==> config.mk <==
export PLATFORM = sky130hd
export DESIGN_NAME = siaa_alu_flat
export DESIGN_NICKNAME = d
export VERILOG_FILES = /design/src/rtl/siaa_alu_pkg.sv /design/src/rtl/siaa_alu_if.sv /design/src/rtl/siaa_alu_shifter.sv /design/src/rtl/siaa_alu.sv /design/src/flat_wrapper.sv
export SDC_FILE = /design/constraint.sdc
export NUM_CORES = 1
export LEC_CHECK = 0
export ABC_AREA = 1
export BUFFER_PORTS_ARGS = -buffer_cell sky130_fd_sc_hd__buf_4
export CAP_MARGIN = 30
export CORE_MARGIN = 8
export CORE_UTILIZATION = 40
export CTS_CLUSTER_SIZE = 25
export DETAILED_ROUTE_END_ITERATION = 10
export GPL_ROUTABILITY_DRIVEN = 0
export PLACE_DENSITY = 0.65
export SLEW_MARGIN = 20
export SYNTH_ARGS = -nofsm -noshare
export SYNTH_HDL_FRONTEND = slang
export SYNTH_SLANG_ARGS = --single-unit
==> constraint.sdc <==
create_clock -name clk -period 9 [get_ports clk]
set_input_delay 0.9 -clock clk [delete_from_list [all_inputs] [get_ports clk]]
set_output_delay 0.9 -clock clk [all_outputs]
set_load 0.01 [all_outputs]
==> src/rtl/siaa_alu_pkg.sv <==
// -----------------------------------------------------------------------------
// siaa_alu_pkg
// Shared types and constants for the SIAA accumulator-processor ALU.
//   DATA_W    : datapath width (fixed at 8 bits)
//   r_op_e    : R-type opcodes (4-bit rOp field)
//   i_op_e    : I-type opcodes (3-bit iOp field; codes 6 and 7 are reserved)
//   zext_imm  : zero-extends the 5-bit immediate to the datapath width
// -----------------------------------------------------------------------------
package siaa_alu_pkg;

    localparam int DATA_W = 8;

    typedef enum logic [3:0] {
        R_ADD  = 4'h0,
        R_SUB  = 4'h1,
        R_AND  = 4'h2,
        R_OR   = 4'h3,
        R_XOR  = 4'h4,
        R_RXOR = 4'h5,
        R_SLR  = 4'h6,
        R_SRR  = 4'h7,
        R_LW   = 4'h8,
        R_SW   = 4'h9,
        R_EQ   = 4'hA,
        R_SLT  = 4'hB,
        R_BR   = 4'hC,
        R_J    = 4'hD,
        R_SET  = 4'hE,
        R_LA   = 4'hF
    } r_op_e;

    typedef enum logic [2:0] {
        I_ADDI = 3'd0,
        I_SUBI = 3'd1,
        I_ANDI = 3'd2,
        I_SLL  = 3'd3,
        I_SRL  = 3'd4,
        I_SETI = 3'd5
    } i_op_e;

    function automatic logic [DATA_W-1:0] zext_imm(input logic [4:0] imm);
        return {{(DATA_W-5){1'b0}}, imm};
    endfunction

endpackage

==> src/rtl/siaa_alu_if.sv <==
// -----------------------------------------------------------------------------
// siaa_alu_if
// Operand/result bundle between the register file / ACC, the ALU and the
// writeback / PC logic.
//   acc, opReg     : signed 8-bit operands
//   imm            : 5-bit immediate (zero-extended inside the ALU)
//   typeCode       : 0 = R-type (rOp valid), 1 = I-type (iOp valid)
//   rOp, iOp       : opcodes
//   scIn           : carry/borrow-in for add/sub
//   rslt           : 8-bit result
//   scOut          : carry / borrow / last bit shifted out
//   zero, branch   : result-is-zero and take-branch flags
//   scQ            : registered carry flag
// Modports: master drives operands (datapath / testbench), slave is the ALU.
// -----------------------------------------------------------------------------
interface siaa_alu_if;
    import siaa_alu_pkg::*;

    logic [DATA_W-1:0] acc;
    logic [DATA_W-1:0] opReg;
    logic [4:0]        imm;
    logic              typeCode;
    logic [3:0]        rOp;
    logic [2:0]        iOp;
    logic              scIn;
    logic [DATA_W-1:0] rslt;
    logic              scOut;
    logic              zero;
    logic              branch;
    logic              scQ;

    modport master (
        output acc, opReg, imm, typeCode, rOp, iOp, scIn,
        input  rslt, scOut, zero, branch, scQ
    );

    modport slave (
        input  acc, opReg, imm, typeCode, rOp, iOp, scIn,
        output rslt, scOut, zero, branch, scQ
    );

endinterface

==> src/rtl/siaa_alu_shifter.sv <==
// -----------------------------------------------------------------------------
// siaa_alu_shifter
// 8-bit logical shifter shared by SLR/SRR/SLL/SRL.
//   data_in    : value to shift
//   amount     : shift distance 0..7
//   shift_left : 1 = shift left, 0 = shift right (zero fill both ways)
//   data_out   : shifted value
//   bit_out    : last bit shifted out (0 when amount is 0)
// -----------------------------------------------------------------------------
module siaa_alu_shifter
    import siaa_alu_pkg::*;
(
    input  logic [DATA_W-1:0] data_in,
    input  logic [2:0]        amount,
    input  logic              shift_left,
    output logic [DATA_W-1:0] data_out,
    output logic              bit_out
);

    // Shifting one extra guard bit along with the data leaves the last bit
    // that fell off in the guard position; for amount 0 the guard stays 0.
    always_comb begin
        // NOTE: every output gets a default first so no path through the
        // block leaves it unassigned, which would infer a latch.
        data_out = data_in;
        bit_out  = 1'b0;
        if (shift_left) begin
            {bit_out, data_out} = {1'b0, data_in} << amount;
        end else begin
            {data_out, bit_out} = {data_in, 1'b0} >> amount;
        end
    end

endmodule

==> src/rtl/siaa_alu.sv <==
// -----------------------------------------------------------------------------
// siaa_alu
// 8-bit ALU of the SIAA accumulator processor. Decodes R-type and I-type
// operations into result, carry/shift-out, zero and branch flags. The datapath
// is combinational; a carry flop (scQ) keeps the last scOut for multi-byte
// arithmetic.
//   clk   : clock
//   rst_n : asynchronous active-low reset (clears scQ and, when registered,
//           the outputs)
//   bus   : siaa_alu_if.slave - operands in, rslt/scOut/zero/branch/scQ out
// Build option:
//   ALU_OUT_REG_EN : when defined, rslt/scOut/zero/branch are registered
//                    (1-cycle latency, 0 in reset); scQ is then the same flop
//                    as the registered scOut. Undefined: outputs are
//                    combinational and only scQ is a flop.
// -----------------------------------------------------------------------------
module siaa_alu
    import siaa_alu_pkg::*;
(
    input  logic        clk,
    input  logic        rst_n,
    siaa_alu_if.slave   bus
);

    logic [DATA_W-1:0] imm8;
    logic [DATA_W-1:0] b_op;
    logic [DATA_W:0]   add_sum;
    logic [DATA_W:0]   sub_diff;
    logic [2:0]        shift_amt;
    logic              shift_left;
    logic [DATA_W-1:0] shift_res;
    logic              shift_bit;

    logic [DATA_W-1:0] rslt_d;
    logic              sc_d;
    logic              branch_d;
    logic              zero_d;
    logic              sc_q;

    // Second operand: register for R-type, zero-extended immediate for I-type,
    // so one adder and one subtractor serve ADD/ADDI and SUB/SUBI.
    assign imm8 = zext_imm(bus.imm);
    assign b_op = bus.typeCode ? imm8 : bus.opReg;

    // One extra bit on top holds the carry out (add) or the borrow (sub):
    // a negative 9-bit difference sets bit 8.
    assign add_sum  = {1'b0, bus.acc} + {1'b0, b_op} + {{DATA_W{1'b0}}, bus.scIn};
    assign sub_diff = {1'b0, bus.acc} - {1'b0, b_op} - {{DATA_W{1'b0}}, bus.scIn};

    assign shift_amt  = bus.typeCode ? bus.imm[2:0] : bus.opReg[2:0];
    assign shift_left = bus.typeCode ? (bus.iOp == I_SLL) : (bus.rOp == R_SLR);

    siaa_alu_shifter u_shifter (
        .data_in    (bus.acc),
        .amount     (shift_amt),
        .shift_left (shift_left),
        .data_out   (shift_res),
        .bit_out    (shift_bit)
    );

    always_comb begin
        rslt_d   = '0;
        sc_d     = 1'b0;
        branch_d = 1'b0;
        if (!bus.typeCode) begin
            case (r_op_e'(bus.rOp))
                R_ADD:  {sc_d, rslt_d} = add_sum;
                R_SUB:  {sc_d, rslt_d} = sub_diff;
                R_AND:  rslt_d = bus.acc & bus.opReg;
                R_OR:   rslt_d = bus.acc | bus.opReg;
                R_XOR:  rslt_d = bus.acc ^ bus.opReg;
                R_RXOR: rslt_d = {{(DATA_W-1){1'b0}}, ^bus.opReg};
                R_SLR, R_SRR: begin
                    rslt_d = shift_res;
                    sc_d   = shift_bit;
                end
                R_LW, R_SW, R_LA: rslt_d = bus.opReg;
                R_EQ:   rslt_d = {{(DATA_W-1){1'b0}}, bus.acc == bus.opReg};
                R_SLT:  rslt_d = {{(DATA_W-1){1'b0}},
                                  $signed(bus.acc) < $signed(bus.opReg)};
                R_BR: begin
                    rslt_d   = bus.opReg;
                    branch_d = (bus.acc != '0);
                end
                R_J: begin
                    rslt_d   = bus.opReg;
                    branch_d = 1'b1;
                end
                R_SET:  rslt_d = bus.acc;
                default: rslt_d = '0;
            endcase
        end else begin
            // I-type never branches; codes 6 and 7 keep the all-zero defaults.
            case (bus.iOp)
                I_ADDI: {sc_d, rslt_d} = add_sum;
                I_SUBI: {sc_d, rslt_d} = sub_diff;
                I_ANDI: rslt_d = bus.acc & imm8;
                I_SLL, I_SRL: begin
                    rslt_d = shift_res;
                    sc_d   = shift_bit;
                end
                I_SETI: rslt_d = imm8;
                default: rslt_d = '0;
            endcase
        end
    end

    assign zero_d = (rslt_d == '0);

    always_ff @(posedge clk or negedge rst_n) begin
        // NOTE: state is updated with non-blocking assignments so every flop
        // samples the pre-edge values regardless of process ordering.
        if (!rst_n) begin
            sc_q <= 1'b0;
        end else begin
            sc_q <= sc_d;
        end
    end

    assign bus.scQ = sc_q;

`ifdef ALU_OUT_REG_EN
    logic [DATA_W-1:0] rslt_q;
    logic              zero_q;
    logic              branch_q;

    always_ff @(posedge clk or negedge rst_n) begin
        if (!rst_n) begin
            rslt_q   <= '0;
            zero_q   <= 1'b0;
            branch_q <= 1'b0;
        end else begin
            rslt_q   <= rslt_d;
            zero_q   <= zero_d;
            branch_q <= branch_d;
        end
    end

    assign bus.rslt   = rslt_q;
    assign bus.scOut  = sc_q;
    assign bus.zero   = zero_q;
    assign bus.branch = branch_q;
`else
    assign bus.rslt   = rslt_d;
    assign bus.scOut  = sc_d;
    assign bus.zero   = zero_d;
    assign bus.branch = branch_d;
`endif

endmodule

==> src/flat_wrapper.sv <==
// flat-port wrapper written by rule: the top's interface ports become plain ports
module siaa_alu_flat import siaa_alu_pkg::*;
  (clk, rst_n, bus_acc, bus_opReg, bus_imm, bus_typeCode, bus_rOp, bus_iOp, bus_scIn, bus_rslt, bus_scOut, bus_zero, bus_branch, bus_scQ);
  siaa_alu_if bus_i ();
  input  logic clk;
  input  logic rst_n;
  input wire logic [$bits(bus_i.acc)-1:0] bus_acc;
  input wire logic [$bits(bus_i.opReg)-1:0] bus_opReg;
  input wire logic [$bits(bus_i.imm)-1:0] bus_imm;
  input wire logic [$bits(bus_i.typeCode)-1:0] bus_typeCode;
  input wire logic [$bits(bus_i.rOp)-1:0] bus_rOp;
  input wire logic [$bits(bus_i.iOp)-1:0] bus_iOp;
  input wire logic [$bits(bus_i.scIn)-1:0] bus_scIn;
  output wire logic [$bits(bus_i.rslt)-1:0] bus_rslt;
  output wire logic [$bits(bus_i.scOut)-1:0] bus_scOut;
  output wire logic [$bits(bus_i.zero)-1:0] bus_zero;
  output wire logic [$bits(bus_i.branch)-1:0] bus_branch;
  output wire logic [$bits(bus_i.scQ)-1:0] bus_scQ;
  assign bus_i.acc = bus_acc;
  assign bus_i.opReg = bus_opReg;
  assign bus_i.imm = bus_imm;
  assign bus_i.typeCode = bus_typeCode;
  assign bus_i.rOp = bus_rOp;
  assign bus_i.iOp = bus_iOp;
  assign bus_i.scIn = bus_scIn;
  assign bus_rslt = bus_i.rslt;
  assign bus_scOut = bus_i.scOut;
  assign bus_zero = bus_i.zero;
  assign bus_branch = bus_i.branch;
  assign bus_scQ = bus_i.scQ;
  siaa_alu u_core (.clk(clk), .rst_n(rst_n), .bus(bus_i));
endmodule
==> results_dict.tcl <==
set metrics [dict create \
    status "completed" \
    synth_nets 669 \
    grt_pass1_vias 3986 \
    postLayoutSetupSlackWorst_ps 4120 \
    first_pass_iters 5 \
    ioPinCount 44 \
    post_cts_resized 0 \
    largest_reg_flops 1 \
    async_reset_ff_share_pct 100 \
    syn_to_final_growth_pct 11.9 \
    yosys_warnings 0 \
    dp_slack_ps 4150 \
    coreArea_sq_um 7730 \
    crit_type "in2out" \
    setup_viol 0 \
    worstMarginPinSlew_ps 866 \
    grt_pass1_wl_mm 19.5 \
    rsz0062_at_grt "no" \
    num_rows 32 \
    ys_ff_latch 1 \
    hold_viol 0 \
    syn_area_sq_um 3190 \
    p_per_area_nw_per_um2 67.9 \
    final_core_utilization_pct 46.2 \
    ant_nets 0 \
    p_leak_nw 1.98 \
    die_y_um 105 \
    post-cts-setup-buffers 0 \
    synthDistinctLibCells 44 \
    cp_max_fo 32 \
    syn_avg_cell_area_sq_um 5.45 \
    slew_headroom_pct 42.0 \
    holdBufCountCts 0 \
    drv_cap 0 \
    wl_mm 11.8 \
    yosys.area.top_type "nand2_1" \
    fin_setup_tns_ps 0 \
    critPathRequiredTime_ps 8100 \
    vdd_drop_max_uv 25.9 \
    period_share_pct 54.2 \
    cp-end-kind "primary output" \
    wire_per_inst_um 16.4 \
    period_needed_ps 4880 \
    initialDrtViolationCount 343 \
    die-area_sq_um 11100 \
    initial_utilization_pct 41.3 \
    drc 0 \
    synth-edff-count 0 \
    hpwl_mm 9.63 \
    avgViaCountPerCell 5.70 \
    clk_pin_slew_ps 0 \
    syn_inst 586 \
    drive_gt1_share_pct 10.7 \
    slew_violations 0 \
    antenna_found_initial 0 \
    via_count 4110 \
    synth_area_leaders "nand2_1 21%, ha_1 18%, nand3_1 13%" \
    nets 704 \
    critPathArrivalTime_ps 3980 \
    max_freq_mhz 205 \
    hold_class "in2async" \
    layout_commonest_cell "nand2_1" \
    final_cell_mix "181 x nand2_1, 84 x nand3_1, 67 x inv_1" \
    port_buffers 43 \
    gr-total-overflow 0 \
    ys_seq_area_share_pct 0.784 \
    synth_ff_type "dfrtp_1" \
    track_usage_pct 21.1 \
    grt_max_degree 33 \
    die_x_um 105 \
    synth_top_area_share_pct 21.3 \
    n_antenna_cell 0 \
    critPathLaunchType "primary input" \
]
[worst max-delay path, cell delays in order]
cell and delay (ps):
buf_4 350, inv_2 210, nand2_1 150, nand2_1 170
fa_1 460, fa_1 450, or2_2 320, nand2_1 80
nand3_1 70, nand2_1 80, o21ai_0 80, nor2_1 110
nand2_1 60, nand2_1 50, nand2_1 70, nor2_1 100
nand2_1 60, nor2_1 80, buf_4 120
[cells by family (layout without fill, tap and decap cells)]
| family | after synthesis | in the layout | synth area share, % |
|---|---|---|---|
| AO/OA/AOI/OAI | 73 | 73 | 13.7 |
| adder cells (fa/ha/maj) | 51 | 51 | 20.9 |
| flip-flops | 1 | 1 | 0.784 |
| buffers and inverters | 80 | 113 | 10.5 |
| XOR/XNOR | 14 | 14 | 3.84 |
| AND/OR/NAND/NOR | 367 | 367 | 50.3 |
[synth_stat cells, types with 4 or more instances]
master    count
nand2_1     181
nand3_1      84
inv_1        67
nor2_1       64
ha_1         47
o21ai_0      31
a21oi_1      19
nand4_1      13
xor2_1        9
nand2_2       5
xnor2_1       5
fa_1          4
nor3_1        4
o21bai_1      4
or2_2         4
[path summary, 6_finish.rpt]
check                            endpoint      startpoint
min in group clk                  bus_scQ  u_core.bus.scQ
max in group asynchronous  u_core.bus.scQ           rst_n
max                              bus_zero    bus_typeCode
min                        u_core.bus.scQ           rst_n
[routing by layer]
| layer | vias to the layer above | wire, um | track usage (%) |
|---|---|---|---|
| li1 | 1990 | - | - |
| met1 | 1881 | 5010 | 26.2 |
| met2 | 200 | 5380 | 36.3 |
| met3 | 39 | 1010 | 2.44 |
| met4 | 0 | 410 | 7.75 |
| met5 | - | 0 | 0 |
[metrics by stage]
stage          area [sq um]  std cells  power, W  hold slack (ps)
2_1_floorplan          3190        586  0.000164              604
3_3_place_gp           3570        721  0.000235              675
3_5_place_dp           3570        721  0.000237              677
4_1_cts                3570        721  0.000238              677
5_1_grt                3570        721  0.000270              679
6_report               3570        721  0.000242              676
[power by group]
part	internal [W]	switching, W	leakage, nW	total (W)
Clock	0	0	0	0
Combinational	0.0000843	0.000153	1.97	0.000237
Sequential	0.00000505	0.000000117	0.0133	0.00000517
[area by class of cell]
type,instances,area [sq um]
tap,102,128
inverter,70,263
multi-input combinational,505,2830
timing repair buffer,43,323
fill,864,4160
sequential,1,25.0
Power figures use the tool's default switching activity.
